===== src/rtl/piece_sequencer.sv =====
// Purpose : tetromino preview queue, active-piece and hold-slot manager feeding the game FSM.
// Latency : spawn/hold accepted on the request edge; cur_piece and spawn_valid visible 1 cycle later.
// Backpr. : generator codes dropped when the queue is full (unless popped same cycle); spawn on an
//           empty queue is held pending (stall=1) until a piece arrives.
//
// Ports:
//   clk, nreset                  clock and asynchronous active-low reset
//   gen_ready, gen_piece[2:0]    generator strobe and code (7 = invalid, never queued)
//   spawn_req, hold_req          single-cycle requests from the game FSM
//   spawn_valid                  one-cycle pulse: cur_piece just took a new value
//   cur_piece, hold_piece        active / held piece codes (7 = none)
//   preview[3*DEPTH-1:0]         queue contents, [2:0] = head; empty slots read 7
//   preview_count                number of valid queue entries
//   hold_valid, hold_lock        hold slot occupied / hold used since last spawn
//   stall                        spawn pending on an empty queue
module piece_sequencer #(
    parameter int DEPTH = 3
) (
    input  logic                 clk,
    input  logic                 nreset,
    input  logic                 gen_ready,
    input  logic [2:0]           gen_piece,
    input  logic                 spawn_req,
    input  logic                 hold_req,
    output logic                 spawn_valid,
    output logic [2:0]           cur_piece,
    output logic [3*DEPTH-1:0]   preview,
    output logic [2:0]           preview_count,
    output logic [2:0]           hold_piece,
    output logic                 hold_valid,
    output logic                 hold_lock,
    output logic                 stall
);

    localparam logic [2:0] NONE    = 3'd7;
    localparam logic [2:0] DEPTH_C = 3'(DEPTH);

    typedef enum logic [1:0] {
        FILL   = 2'd0,
        IDLE   = 2'd1,
        ACTIVE = 2'd2
    } state_t;

    state_t     state_q, state_d;
    logic [2:0] q_q [DEPTH];
    logic [2:0] q_d [DEPTH];
    logic [2:0] cnt_q, cnt_d, cnt_pop;
    logic [2:0] cur_q, cur_d;
    logic [2:0] hold_q, hold_d;
    logic       hv_q, hv_d;
    logic       lock_q, lock_d;
    logic       pend_q, pend_d;
    logic       sv_q, sv_d;

    logic       spawn_want, have, spawn_fire;
    logic       hold_ok, hold_swap, hold_fill;
    logic       pop, push;

    // Request decode. The pending flag counts as an outstanding spawn, so
    // a hold is refused while one is waiting; this keeps spawn priority
    // consistent whether the spawn was just requested or is still queued.
    // Spawn service looks only at the registered count: a piece pushed
    // this cycle cannot be spawned until the next one.
    always_comb begin
        spawn_want = spawn_req | pend_q;
        have       = (cnt_q != 3'd0);
        spawn_fire = spawn_want & have;
        hold_ok    = (state_q == ACTIVE) & ~lock_q & ~spawn_want & hold_req;
        hold_swap  = hold_ok & hv_q;
        hold_fill  = hold_ok & ~hv_q & have;
        pop        = spawn_fire | hold_fill;
        cnt_pop    = cnt_q - {2'b00, pop};
        // A pop in the same cycle frees the tail slot of a full queue.
        push       = gen_ready & (gen_piece != NONE) & (cnt_pop < DEPTH_C);
        cnt_d      = cnt_pop + {2'b00, push};
    end

    // Queue next-state: shift toward the head on pop (refilling the top
    // slot with NONE so empty entries always read 7), then write the new
    // code at the first free slot.
    always_comb begin
        for (int i = 0; i < DEPTH; i++) begin
            q_d[i] = q_q[i];
        end
        if (pop) begin
            for (int i = 0; i < DEPTH - 1; i++) begin
                q_d[i] = q_q[i + 1];
            end
            q_d[DEPTH - 1] = NONE;
        end
        for (int i = 0; i < DEPTH; i++) begin
            if (push && (cnt_pop == 3'(i))) begin
                q_d[i] = gen_piece;
            end
        end
    end

    // FSM next-state and piece/hold bookkeeping.
    always_comb begin
        state_d = state_q;
        cur_d   = cur_q;
        hold_d  = hold_q;
        hv_d    = hv_q;
        lock_d  = lock_q;
        pend_d  = pend_q;
        sv_d    = 1'b0;

        case (state_q)
            FILL: begin
                if (spawn_fire) begin
                    state_d = ACTIVE;
                end else if (cnt_d == DEPTH_C) begin
                    state_d = IDLE;
                end
            end
            IDLE: begin
                if (spawn_fire) begin
                    state_d = ACTIVE;
                end
            end
            ACTIVE: begin
                state_d = ACTIVE;
            end
            default: begin
                state_d = FILL;
            end
        endcase

        if (spawn_fire) begin
            cur_d  = q_q[0];
            lock_d = 1'b0;
            pend_d = 1'b0;
            sv_d   = 1'b1;
        end else if (spawn_want) begin
            // Empty queue: remember the request; repeats merge into it.
            pend_d = 1'b1;
        end else if (hold_swap) begin
            cur_d  = hold_q;
            hold_d = cur_q;
            lock_d = 1'b1;
            sv_d   = 1'b1;
        end else if (hold_fill) begin
            hold_d = cur_q;
            hv_d   = 1'b1;
            cur_d  = q_q[0];
            lock_d = 1'b1;
            sv_d   = 1'b1;
        end
    end

    always_ff @(posedge clk or negedge nreset) begin
        if (!nreset) begin
            state_q <= FILL;
            cnt_q   <= 3'd0;
            cur_q   <= NONE;
            hold_q  <= NONE;
            hv_q    <= 1'b0;
            lock_q  <= 1'b0;
            pend_q  <= 1'b0;
            sv_q    <= 1'b0;
            for (int i = 0; i < DEPTH; i++) begin
                q_q[i] <= NONE;
            end
        end else begin
            state_q <= state_d;
            cnt_q   <= cnt_d;
            cur_q   <= cur_d;
            hold_q  <= hold_d;
            hv_q    <= hv_d;
            lock_q  <= lock_d;
            pend_q  <= pend_d;
            sv_q    <= sv_d;
            for (int i = 0; i < DEPTH; i++) begin
                q_q[i] <= q_d[i];
            end
        end
    end

    always_comb begin
        for (int i = 0; i < DEPTH; i++) begin
            preview[3*i +: 3] = q_q[i];
        end
    end

    assign spawn_valid   = sv_q;
    assign cur_piece     = cur_q;
    assign preview_count = cnt_q;
    assign hold_piece    = hold_q;
    assign hold_valid    = hv_q;
    assign hold_lock     = lock_q;
    assign stall         = pend_q;

endmodule


===== config.mk =====
export PLATFORM = sky130hd
export DESIGN_NAME = piece_sequencer
export DESIGN_NICKNAME = d
export VERILOG_FILES = /design/src/rtl/piece_sequencer.sv
export SDC_FILE = /design/constraint.sdc
export NUM_CORES = 1
export LEC_CHECK = 0
export CORE_MARGIN = 10
export CORE_UTILIZATION = 44
export CTS_CLUSTER_DIAMETER = 200
export CTS_CLUSTER_SIZE = 16
export DETAILED_ROUTE_END_ITERATION = 12
export GPL_ROUTABILITY_DRIVEN = 0
export GPL_TIMING_DRIVEN = 0
export PLACE_DENSITY = 0.75
export SLEW_MARGIN = 20
export SYNTH_ARGS = -nofsm -noshare
export SYNTH_HDL_FRONTEND = slang
export SYNTH_SLANG_ARGS = --single-unit
export TNS_END_PERCENT = 5

===== constraint.sdc =====
create_clock -name clk -period 3.1 [get_ports clk]
set_clock_uncertainty 0.05 [all_clocks]
set_input_delay 0.62 -clock clk [delete_from_list [all_inputs] [get_ports clk]]
set_output_delay 0.62 -clock clk [all_outputs]
set_load 0.005 [all_outputs]

Word-level counts from Yosys, hierarchy flattened
Cells that the tools add are included.

Register bits after elaboration: 24. Latch bits: 0. Memory bits (writable): 0. Bits in read-only memories: 0. Input port bits: 8. Output and inout port bits: 22. Logic and storage cells: 79. Memories kept: 0.

$add $sub $neg: 2. Multiply operators: 0. Div/mod/pow operators: 0. Magnitude comparators: 1. Equality and inequality tests: 9. Shift-type cells: 0. Mux-type cells: 24. Bitwise operators: 16. Reduce and logical (&&, ||, !) cells: 16.

Operators by type and width (count): two-way mux 3 bit (9); two-way mux 1 bit (10); nonzero test 2 bit (5); bitwise AND 1 bit (9); two-way mux 9 bit (1); == test 3 x 2 -> 1 bit, second input constant (2); two-way mux 2 bit (3); != test 3 bit, second input constant (2); one-hot mux 2 bit (3 select lines) (1); nonzero test 3 bit (2); inverter 1 bit (5); AND reduction 2 bit (2); AND reduction 4 bit (1); adder 3 x 1 -> 3 bit (1); == test 3 x 1 -> 1 bit, second input constant (1); logical AND 1 bit (3); zero test 3 bit (1); < comparator 3 x 2 -> 1 bit, second input constant (1); AND reduction 3 bit (1); subtractor 3 x 1 -> 3 bit (1); == test 2 x 1 -> 1 bit, second input constant (1); == test 2 bit, second input constant (1); zero test 2 bit (1); != test 2 x 1 -> 1 bit, second input constant (1); 2 further kinds (3).

Depth between registers and ports, before layout
Depth after elaboration: 15. Gate-level depth with buffers: 16. Gate-level depth less buffers: 15.

Least setup slack after synthesis
No wires, ideal clock.

Path kind: input to register. Start point: in spawn_req. End point: reg state_q[1]. Library setup time: 92 ps. Arrival: 2945 ps. Required time: 2958 ps. Setup slack: 14 ps. Cell stages on the path: 14. Buffers on the path: 1. Cells stage by stage: nor2_1 a21oi_1 buf_2 ha_1 ha_1 xnor2_1 nand3_1 a21oi_1 ha_1 ha_1 xor3_2 nor3_2 nor2_1 o31ai_2.

Longest elaborated chain between the ends: 14. Elaborated cells between the ends (all ways): 18. Classes of those cells: add/sub: 2; order compare: 1; eq/ne: 3; mux: 2; bitwise: 9; reduce/logical: 1.

RTL lines: from (decl) (RTL line 23) `input logic spawn_req,`; bitwise OR 1 bit * (RTL line 65) `spawn_want = spawn_req | pend_q;`; inverter 1 bit (no line); bitwise AND 1 bit (2 in a row) (RTL line 68) `hold_ok = (state_q == ACTIVE) & ~lock_q & ~spawn_want & hold_req;`; bitwise AND 1 bit (2 in a row) (RTL line 70) `hold_fill = hold_ok & ~hv_q & have;`; bitwise OR 1 bit * (RTL line 71) `pop = spawn_fire | hold_fill;`; subtractor 3 x 1 -> 3 bit * (RTL line 72) `cnt_pop = cnt_q - {2'b00, pop};`; < comparator 3 x 2 -> 1 bit (RTL line 74) `push = gen_ready & (gen_piece != NONE) & (cnt_pop < DEPTH_C);`; bitwise AND 1 bit (RTL line 74); adder 3 x 1 -> 3 bit * (RTL line 75) `cnt_d = cnt_pop + {2'b00, push};`; net cnt_d[2] (RTL line 47) `logic [2:0] cnt_q, cnt_d, cnt_pop;`; == test 3 x 2 -> 1 bit * (RTL line 112) `end else if (cnt_d == DEPTH_C) begin`; != test 3 bit (no line) *; AND reduction 2 bit (no line) *; to (signal assigned) (RTL line 165) `state_q <= state_d;`; to (decl) (RTL line 44) `state_t state_q, state_d;`.

Mark *: on every way through the listed nets, which the timed path passes. The rest lies on a longest branch. A chain may end at the register's enable or synchronous reset.

Final worst setup path
Start point: reg state_q[0]. End point: reg state_q[1].

Longest elaborated chain between the ends: 14. Elaborated cells between the ends (all ways): 18. Classes of those cells: add/sub: 2; order compare: 1; eq/ne: 5; mux: 1; bitwise: 7; reduce/logical: 2.

RTL lines (RTL line): == test 2 bit * (68); bitwise AND 1 bit * (3 in a row) (68); bitwise AND 1 bit * (2 in a row) (70); bitwise OR 1 bit * (71); subtractor 3 x 1 -> 3 bit * (72); < comparator 3 x 2 -> 1 bit (74); bitwise AND 1 bit (74); adder 3 x 1 -> 3 bit * (75); net cnt_d[2] (47); == test 3 x 2 -> 1 bit * (112); != test 3 bit (no line) *; AND reduction 2 bit (no line) *.

Marks and branches as above.

==> flow_metrics.env <==
export IMPL_status="completed"
export IMPL_grt_max_degree=25
export IMPL_grt_first_pass_wirelength_mm=4.49
export IMPL_wl_per_cell_um=16.1
export IMPL_coreArea_um2=2730
export IMPL_ys_seq_area_frac=0.496
export IMPL_final_cells=188
export IMPL_hold_path_class="in -> async"
export IMPL_slew_limit_headroom=0.649
export IMPL_dieWidth_um=73.2
export IMPL_areaGrowthSynthToFinish_pct=43.3
export IMPL_netSwitchingFraction=0.368
export IMPL_grt_pass1_vias=987
export IMPL_dp_cells=175
export IMPL_synthArstFlopShare=1.00
export IMPL_die_h_um=73.2
export IMPL_finalCoreUtilization=0.654
export IMPL_p_per_area_nw_per_um2=1040
export IMPL_clock_sinks=24
export IMPL_r2r_cells=16
export IMPL_synth_common_cells="16 x nor2_1, 15 x dfstp_2, 12 x mux2i_1"
export IMPL_ioPinCount=30
export IMPL_syn_inst=115
export IMPL_clk_insertion_delay_late_ns=0.31
export IMPL_viasPerCell=5.29
export IMPL_place_hpwl_mm=2.14
export IMPL_synthesis_nets=131
export IMPL_cts_max_path_buffers=2
export IMPL_cts_tree="done"
export IMPL_clkPwrFrac=0.088
export IMPL_maxSlewViolCount=0
export IMPL_leakage_nw=0.773
export IMPL_critPathKind="reg -> reg"
export IMPL_post_synth_top_count_cell="nor2_1"
export IMPL_grt_usage=0.103
export IMPL_synthFlopType="dfstp_2"
export IMPL_holdWs_ns=0.213
export IMPL_drt_iter0_drc=36
export IMPL_dieArea_um2=5360
export IMPL_cts_root_buf="clkbuf_4"
export IMPL_cap_violations=0
export IMPL_start_util=0.456
export IMPL_p_comb_frac=0.576
export IMPL_yosysWarnings=0
export IMPL_fillCellCount=207
export IMPL_startpoint_type="register"
export IMPL_layout_nets=174
export IMPL_final_layout_size_suffix_gt1_frac=0.325
export IMPL_worstMarginPinSlew_ns=0.527
export IMPL_grt_antenna_before_repair=0
export IMPL_seq_power_share=0.336
export IMPL_ys_ff_latch=24
export IMPL_reg2reg_from="state_q[0]"
export IMPL_crit_fanout=3
export IMPL_internal_power_mw=1.17
export IMPL_synthTopCellsByArea="dfstp_2 32%, dfrtp_1 18%, mux2i_1 9.6%, ha_1 8.0%, nor2_1 4.8%"
export IMPL_drtAntennaViolNets=0
export IMPL_dr_pass1_iters=4
export IMPL_fmax_mhz=325
export IMPL_vias=995
export IMPL_h_tree_depth=1
export IMPL_crit_required_ns=3.28
export IMPL_synth_area_um2=1250
export IMPL_synth_edf_count=0
export IMPL_grt_ovfl_total=0
export IMPL_rsz0062_at_grt="true"
export IMPL_clk_pin_slew_ns=0.13
export IMPL_r2r_slack_ns=0.03
export IMPL_cts_buffers=3
export IMPL_setup_viol=0
export IMPL_std_cell_rows=19
export IMPL_hold_viol_final=0
export IMPL_avgSynthCellArea_um2=10.8
export IMPL_p_sw_uw=685
export IMPL_synth_top_area_share=0.316
export IMPL_routed_wl_mm=3.03
export IMPL_finalCritPeriodShare=0.992
export IMPL_period_needed_ns=3.07
export IMPL_worst_setup_path_end_kind="register"
export IMPL_crit_arrival_ns=3.26
export IMPL_n_antenna_cell=0
export IMPL_ys_types=29
export IMPL_synth_top_area_cell="dfstp_2"
export IMPL_r2r_end="state_q[1]"
export IMPL_ir_drop_mv=0.638
export IMPL_io_buffers=29
export IMPL_fin_setup_tns_ns=0
export IMPL_route_detailed_drc=0
==> worst max-delay path: stages, from the launching register on <==
cell	delay (ns)
dfrtp_1	0.44
inv_2	0.09
ha_4	0.12
nand4bb_1	0.12
a21oi_2	0.17
buf_4	0.16
ha_4	0.14
ha_4	0.16
xnor2_4	0.12
nand3_2	0.11
a21oi_2	0.12
ha_2	0.20
ha_4	0.13
xor3_2	0.36
nor3_4	0.20
nor2_1	0.08
o31ai_2	0.23
==> worst max-delay path by stage <==
| stage | slack, ns | endpoint | depth (start not counted) | startpoint |
|---|---|---|---|---|
| floorplan | 0.01 | state_q[1] | 14 | spawn_req |
| global placement | -0.69 | state_q[1] | 15 | spawn_req |
| detailed placement | -0.74 | state_q[1] | 15 | spawn_req |
| CTS | 0.02 | state_q[1] | 15 | hold_req |
| global route | -0.15 | state_q[1] | 16 | state_q[0] |
| finish | 0.03 | state_q[1] | 16 | state_q[0] |
==> power by group through the flow <==
stage / logic, mW / clock network, mW / registers [mW]
2_1_floorplan: 0.495 / 0 / 0.594
3_3_place_gp: 0.815 / 0 / 0.595
3_5_place_dp: 0.835 / 0 / 0.607
4_1_cts: 0.899 / 0.167 / 0.604
5_1_grt: 1.19 / 0.181 / 0.644
6_report: 1.07 / 0.164 / 0.624
==> registers in the layout (all words and copies together), names as in the netlist <==
signal,count
preview,9
cur_piece,3
hold_piece,3
preview_count,3
state_q,2
hold_lock,1
hold_valid,1
spawn_valid,1
stall,1
==> logic make-up (layout without fill, tap and decap cells) <==
| family | after synthesis | in the layout | share of synthesized area |
|---|---|---|---|
| buf+inv | 11 | 53 | 0.0341 |
| mux | 15 | 15 | 0.123 |
| flops | 24 | 24 | 0.496 |
| simple gates | 37 | 37 | 0.155 |
| xor+xnor | 2 | 2 | 0.0271 |
| fa+ha+maj | 8 | 8 | 0.0802 |
| compound gates | 18 | 18 | 0.0833 |
==> cell type report <==
| type | instances | area (um2) | share of cell area |
|---|---|---|---|
| Multi-Input combinational cell | 80 | 694 | 0.388 |
| Tap cell | 31 | 38.8 | 0.0217 |
| Inverter | 10 | 37.5 | 0.0210 |
| Sequential cell | 24 | 619 | 0.346 |
| Buffer | 1 | 7.51 | 0.00420 |
| Clock buffer | 4 | 36.3 | 0.0203 |
| Timing Repair Buffer | 38 | 354 | 0.198 |
==> metrics by stage <==
stage	setup slack, ns	total power, mW	instance area [um2]
CTS	0.0158	1.67	1660
finish	0.0254	1.86	1790
global placement	-0.694	1.41	1580
floorplan	0.0136	1.09	1250
detailed placement	-0.742	1.44	1580
global route	-0.154	2.01	1790
==> per-layer routing <==
metal / routed length [um] / global-route usage / share of wire
met5: 0 / 0 / 0
met4: 72 / 0.0549 / 0.024
met3: 134 / 0.0190 / 0.044
met2: 1610 / 0.177 / 0.53
met1: 1210 / 0.117 / 0.40
==> cell usage in the layout, fill, tap and decap left out, types with 2 or more instances in the layout <==
cell type        Yosys  routed
clkdlybuf4s50_1      0      26
nor2_1              16      15
dfstp_2             15      15
mux2i_1             12      12
buf_4                0      10
inv_1               10       9
dfrtp_1              9       9
nand2_1              6       6
a21oi_1              8       6
o21ai_0              5       5
ha_4                 0       4
mux2_2               3       3
ha_1                 8       3
clkbuf_4             0       3
a21oi_2              0       2
nor3_4               0       2
o22ai_1              2       2
nand4_1              2       2
==> repair_timing <==
action,in CTS,in global routing
endpoints found under the setup margin,2,2
resized for setup,7,16
hold buffers,0,0
setup buffers,3,6
pin swaps,3,11
Note: power is estimated with default switching activity, not from simulation.
